**src/rtl/sar_adc_controller.sv**
```systemverilog
// Successive-approximation ADC controller driving an R-2R DAC code
// one trial bit at a time against a debounced comparator.
module sar_adc_controller #(
  parameter int WIDTH         = 8,
  parameter int SETTLE_CYCLES = 16
) (
  input  logic             clk,
  input  logic             reset_n,
  input  logic             start,
  input  logic             comparator_db,
  output logic [WIDTH-1:0] dac_code,
  output logic             busy,
  output logic             done,
  output logic [WIDTH-1:0] result
);

  localparam int IW = $clog2(WIDTH);
  localparam int CW = $clog2(SETTLE_CYCLES);

  typedef enum logic [1:0] {
    S_IDLE,
    S_SETTLE,
    S_DECIDE,
    S_DONE
  } state_t;

  state_t           r_state;
  state_t           w_state_nxt;
  logic [IW-1:0]    r_idx;
  logic [IW-1:0]    w_idx_nxt;
  logic [CW-1:0]    r_cnt;
  logic [CW-1:0]    w_cnt_nxt;
  logic [WIDTH-1:0] r_code;
  logic [WIDTH-1:0] w_code_nxt;
  logic [WIDTH-1:0] r_result;
  logic [WIDTH-1:0] w_result_nxt;
  logic             r_busy;
  logic             r_done;

  always_ff @(posedge clk or negedge reset_n) begin
    if (!reset_n) begin
      r_state  <= S_IDLE;
      r_idx    <= IW'(WIDTH-1);
      r_cnt    <= '0;
      r_code   <= '0;
      r_result <= '0;
      r_busy   <= 1'b0;
      r_done   <= 1'b0;
    end else begin
      r_state  <= w_state_nxt;
      r_idx    <= w_idx_nxt;
      r_cnt    <= w_cnt_nxt;
      r_code   <= w_code_nxt;
      r_result <= w_result_nxt;
      r_busy   <= (w_state_nxt != S_IDLE);
      r_done   <= (w_state_nxt == S_DONE);
    end
  end

  always_comb begin
    w_state_nxt  = r_state;
    w_idx_nxt    = r_idx;
    w_cnt_nxt    = r_cnt;
    w_code_nxt   = r_code;
    w_result_nxt = r_result;
    unique case (r_state)
      S_IDLE: begin
        if (start) begin
          w_code_nxt            = '0;
          w_code_nxt[WIDTH-1]   = 1'b1;
          w_idx_nxt             = IW'(WIDTH-1);
          w_cnt_nxt             = '0;
          w_state_nxt           = S_SETTLE;
        end
      end
      S_SETTLE: begin
        if (r_cnt == CW'(SETTLE_CYCLES-1)) begin
          w_state_nxt = S_DECIDE;
        end else begin
          w_cnt_nxt = r_cnt + 1'b1;
        end
      end
      S_DECIDE: begin
        // Comparator high means Vin >= trial: the trial bit survives.
        w_code_nxt[r_idx] = comparator_db;
        if (r_idx == '0) begin
          w_result_nxt = w_code_nxt;
          w_state_nxt  = S_DONE;
        end else begin
          w_code_nxt[r_idx - 1'b1] = 1'b1;
          w_idx_nxt                = r_idx - 1'b1;
          w_cnt_nxt                = '0;
          w_state_nxt              = S_SETTLE;
        end
      end
      S_DONE: begin
        w_state_nxt = S_IDLE;
      end
      default: begin
        w_state_nxt = S_IDLE;
      end
    endcase
  end

  assign dac_code = r_code;
  assign busy     = r_busy;
  assign done     = r_done;
  assign result   = r_result;

endmodule

```
**config.mk**
```make
export PLATFORM = sky130hd
export DESIGN_NAME = sar_adc_controller
export DESIGN_NICKNAME = d
export VERILOG_FILES = /design/src/rtl/sar_adc_controller.sv
export SDC_FILE = /design/constraint.sdc
export NUM_CORES = 1
export LEC_CHECK = 0
export BUFFER_PORTS_ARGS = -buffer_cell sky130_fd_sc_hd__buf_2
export CAP_MARGIN = 40
export CORE_MARGIN = 2
export CORE_UTILIZATION = 58
export CTS_BUF_LIST = sky130_fd_sc_hd__clkbuf_8
export DETAILED_ROUTE_END_ITERATION = 16
export PLACE_DENSITY = 0.86
export REMOVE_ABC_BUFFERS = 1
export SYNTH_ARGS = -nofsm -noshare
export SYNTH_HDL_FRONTEND = slang
export SYNTH_SLANG_ARGS = --single-unit
```
**constraint.sdc**
```tcl
create_clock -name clk -period 2.2 [get_ports clk]
set_input_delay 0.55 -clock clk [delete_from_list [all_inputs] [get_ports clk]]
set_output_delay 0.55 -clock clk [all_outputs]
set_load 0.005 [all_outputs]
```
; After elaboration in Yosys (flattened, before gate mapping)
; Cells that the tools add are included.
[totals]
output_inout_bits = 18
reg_bits = 27
word_cells = 52
input_bits = 4
[classes]
magnitude_cmp = 4
n_addsub = 2
n_eq_ne = 8
bitwise = 1
reduce_logical = 11
mux = 19
[ops]
columns = op, n
row1 = 2-to-1 mux 8 bit, 2
row2 = case mux 8 bit (2 select lines), 1
row3 = 2-to-1 mux 4 bit, 3
row4 = case mux 4 bit (3 select lines), 1
row5 = bitwise mux 8 bit, 1
row6 = < comparator 3 x 4 -> 1 bit (second input constant), 2
row7 = OR 8 bit, 1
row8 = case mux 2 bit (4 select lines), 1
row9 = demux 1 bit (select 3 bit), 2
row10 = equality test 2 bit (second input constant), 3
row11 = >= comparator 3 x 1 -> 1 bit (second input constant), 2
row12 = 2-to-1 mux 2 bit, 3
row13 = 2-to-1 mux 3 bit, 2
row14 = inequality test 2 bit (second input constant), 3
row15 = case mux 3 bit (2 select lines), 1
row16 = adder 4 x 1 -> 4 bit (second input constant), 1
row17 = equality test 4 bit (second input constant), 1
row18 = AND reduction 2 bit, 2
row19 = AND reduction 4 bit, 1
row20 = nonzero test 2 bit, 2
row21 = logical NOT 3 bit, 1
row22 = AND reduction 3 bit, 1
row23 = nonzero test 3 bit, 1
row24 = subtractor 3 x 1 -> 3 bit (second input constant), 1
row25 = other kinds (4), 6

; Logic depth before layout (Yosys ltp)
[depth]
ltp_word = 8
depth_mapped = 9
ltp_nobuf = 6

; Worst setup path before layout
; Ideal clock, no wire load.
[synth_timing]
path_kind = register -> register
from = register r_idx[0]
to = register r_result[5], in the netlist result[5]
n_path_buf = 2
required_ps = 2075
setup_time_ps = 125
arrival_ps = 1722
stages_incl_launch_ff = 8
setup_slack_ps = 353
period_less_slack_ps = 1847
path_cell_list = dfstp_2 -> buf_2 -> inv_1 -> ha_1 -> and2b_1 -> and2_4 -> buf_6 -> mux2_4
[synth_via]
elab_chain_cells = 5
elab_cells_between_ends = 8
cone_classes = order compare (2) / mux (3) / reduce/logical (3)
[synth_rtl]
columns = element, line
row1 = "start, declared", 29  ; logic [IW-1:0] r_idx;
row2 = "start signal, assigned", 43  ; r_idx <= IW'(WIDTH-1);
row3 = "start signal, assigned", 51  ; r_idx <= w_idx_nxt;
row4 = < comparator 3 x 4 -> 1 bit (implied by the code) / >= comparator 3 x 1 -> 1 bit (equally long branches), 85  ; w_code_nxt[r_idx] = comparator_db;
row5 = logical AND 1 bit (implied by the code), 85
row6 = 2-to-1 mux 1 bit (implied by the code), 85
row7 = demux 1 bit (select 3 bit), 85
row8 = bitwise mux 8 bit, 85
row9 = "end signal, assigned", 54  ; r_result <= w_result_nxt;
row10 = "end, declared", 35  ; logic [WIDTH-1:0] r_result;
; Several ways; a longest one is shown, not always the timed one.
; A chain may end at the register's enable or synchronous reset.

; Worst setup path after layout
[layout_timing]
from = register r_idx[0]
to = register r_code[3], in the netlist dac_code[3]
[layout_via]
elab_chain_cells = 8
elab_cells_between_ends = 16
cone_classes = add/sub (1) / order compare (4) / mux (7) / bitwise (1) / reduce/logical (3)
[layout_rtl]
columns = element, line
row1 = subtractor 3 x 1 -> 3 bit (tied with other cells), 90  ; w_code_nxt[r_idx - 1'b1] = 1'b1;
row2 = < comparator 3 x 4 -> 1 bit (implied by the code) (tied with other cells), 90
row3 = logical AND 1 bit (implied by the code) / 2-to-1 mux 1 bit (equally long branches), "90, 85"
row4 = 2-to-1 mux 1 bit (implied by the code) / demux 1 bit (select 3 bit) (equally long branches), "90, 85"
row5 = demux 1 bit (select 3 bit) / bitwise mux 8 bit (equally long branches), "90, 85"
row6 = OR 8 bit (no line), --
row7 = 2-to-1 mux 8 bit (*), 86  ; if (r_idx == '0) begin
row8 = case mux 8 bit (2 select lines) (*), 66  ; unique case (r_state)
row9 = "end signal, assigned", 53  ; r_code <= w_code_nxt;
row10 = "end, declared", 33  ; logic [WIDTH-1:0] r_code;
; Mark *: on every way between the ends. The rest lies on a longest branch, timed or not.

==> metrics.txt <==
run status finished, final reports clean; slew margin rel. 60.32%; fmax 476.6 MHz; Sequential Power Share 48.1%; total number of vias 1171; Root Buffer clkbuf_8; cell taking the most area after synthesis dfrtp_1; gr usage total 24.94%; io pins 22; switching power 726.6 µW; Data arrival, critical path 2310 ps; dpl hpwl 2194 µm; pwr dens 1155 nW/µm²; Tot Pwr 1799 µW; wire per inst 16.06 µm; Total Wirelength 3067 µm; post-route insts no fill 191; leak pwr 0.0006938 µW; combinational share of power 36.4%; post-CTS repair timing setup buffer count 0; Max Root-Sink Buffers 2; Final WS setup 101.8 ps; Synthesis Warnings 0; register area 679.4 µm²; sw frac 40.40%; Setup-failing EPs final 0; setup_tns 0 ps; post_cts resized 0; TritonCTS clock tree built; GRT overflow 0; NumNets Final 171; clk_skew 4.782 ps; footprint of the multi-input gates 674.4 µm²; fin. max-slew vios 0; clock power share 15.5%; CTS sink cnt 27; Chip Width 53.68 µm; drt pass-1 iters 4; Tmin final 2098 ps; dpl ws 176.5 ps; Syn Area/Cell 9.737 µm²; worst-skew pair later-pin latency 270 ps; final worst-path cycle share 95.37%; area grow syn2layout 8.828%; worst vdd ir 826.7 µV; Clk pin slew, worst setup/hold paths 90 ps; layout cells sized above 1 20.86%; Post-CTS Hold Fix Bufs 0; Mapped Cells 147; Max-Cap Viols 0; n_diodes 0; Min-Delay Path Class in2async; Inst Count DP 187; drt initial violations 20; CP Launch Type flop; num rows 17; CP required 2410 ps; vias per cell 6.131; RSZ-0062 raised after global routing false; most common cell after layout, fill and taps aside dfrtp_1; Yosys reg bits 27; initial antenna violation count 0; Fin. Hold Viols 0; routability cong. 0.8918; Worst Max-Slew Pin Slew 595.2 ps; die area 2881 µm²; Critical Setup Path Class reg2reg; post-synth top area share 41.96%; Final ANT Viol Nets 0; Area contributors post-synth dfrtp_1 (42%), dfstp_2 (5.5%), mux2i_1 (4.9%), a21oi_1 (3.8%), nand2_1 (3.7%); Core Region 2276 µm²; crit end category flop; cell internal pwr 1072 µW; Netlist cell types 41; CTS Buf Count 3; first-pass GRT wire length 5119 µm; Port Buffers 21; Initial Utilization 62.89%; largest net degree at the start of global routing 28; vias in the first global route 1077; Layout fillers 163; Max Fanout on Critical Path 17; Seq/Total Area, Yosys 47.47%; Die H 53.68 µm; synthesized cell area 1431 µm²; CTS H-tree depth 1; leading cell types in the layout, fill and taps excluded dfrtp_1 (24), buf_2 (21), nand2_1 (14), nor2_1 (14), a21oi_1 (11); DRC 0
[through the flow]
step	hold slack (ps)	instance area (µm²)	utilization, %
6_report	272.5	1558	68.44
5_1_grt	318.2	1558	68.44
3_3_place_gp	493.0	1513	66.47
2_1_floorplan	254.4	1365	-
4_1_cts	293.9	1558	68.44
3_5_place_dp	504.9	1513	66.47
[metal layers]
metal	GRT usage, %	wire length [µm]
met1	33.03	1378
met3	3.611	151
met5	0	0
met4	10.26	38
met2	40.85	1498
[critical path, cell delays in order (launching register included)]
cell     delay (ps)
dfstp_2         710
inv_1           190
ha_1            290
nor3_1          210
a21oi_1         120
or4_1           420
nand3_1          90
[cell type report]
class                           instances  area share (%)
Sequential cell                        27           43.61
Multi-Input combinational cell        107           43.29
Clock inverter                          1          0.2410
Inverter                                3          0.7229
Timing Repair Buffer                   22           7.229
Clock buffer                            3           2.651
Tap cell                               28           2.249
[synthesized netlist by cell type, drive strengths merged]
cell type	n
a22oi	1
nor2b	4
ha	3
a211oi	1
and3	3
and2b	2
and2	2
nand2	14
nand2b	2
a21boi	1
a21oi	14
nor3	5
nand3	3
nor2	14
mux2	1
inv	3
nor3b	1
nand4	3
or3	1
o2bb2ai	1
o21bai	1
a22o	1
o21ai	7
mux2i	7
or4	1
and4	1
o311ai	3
clkbuf	2
dfrtp	24
dfstp	3
buf	8
o22ai	1
o221ai	4
o21a	2
a31oi	3
[power groups by stage]
stage | Combinational [µW] | Sequential, µW | Clock [µW]
final | 655 | 865 | 278
after global routing | 728 | 890 | 301
after CTS | 653 | 856 | 284
after detailed placement | 648 | 865 | 0
after global placement | 623 | 855 | 0
after floorplan | 446 | 827 | 0
[state kept, by name (all words and copies together), names as in the netlist]
name      count
r_cnt         4
dac_code      8
r_idx         3
busy          1
r_state       2
done          1
result        8
[path summary, 6_finish.rpt]
check                           from          end  slack (ps)  cells after the start
setup reg to reg            r_idx[0]  dac_code[3]         100                      6
setup / recovery            r_idx[0]  dac_code[3]         100                      6
min in group clk           result[5]    result[5]         520                      1
max in group asynchronous    reset_n     r_cnt[3]        1540                      1
hold / removal               reset_n    result[4]         270                      1
hold reg to reg            result[5]    result[5]         520                      1
[cell families (layout without fill, tap and decap cells)]
logic type	after synthesis	after routing	synth area share, %
AOI/OAI and AO/OA	40	40	18.97
adders and majority gates	3	3	2.623
buffers and inverters	13	29	5.419
DFF	27	27	47.47
muxes	8	8	5.944
and+or+nand+nor	56	56	19.58
Power figures use the tool's default switching activity.
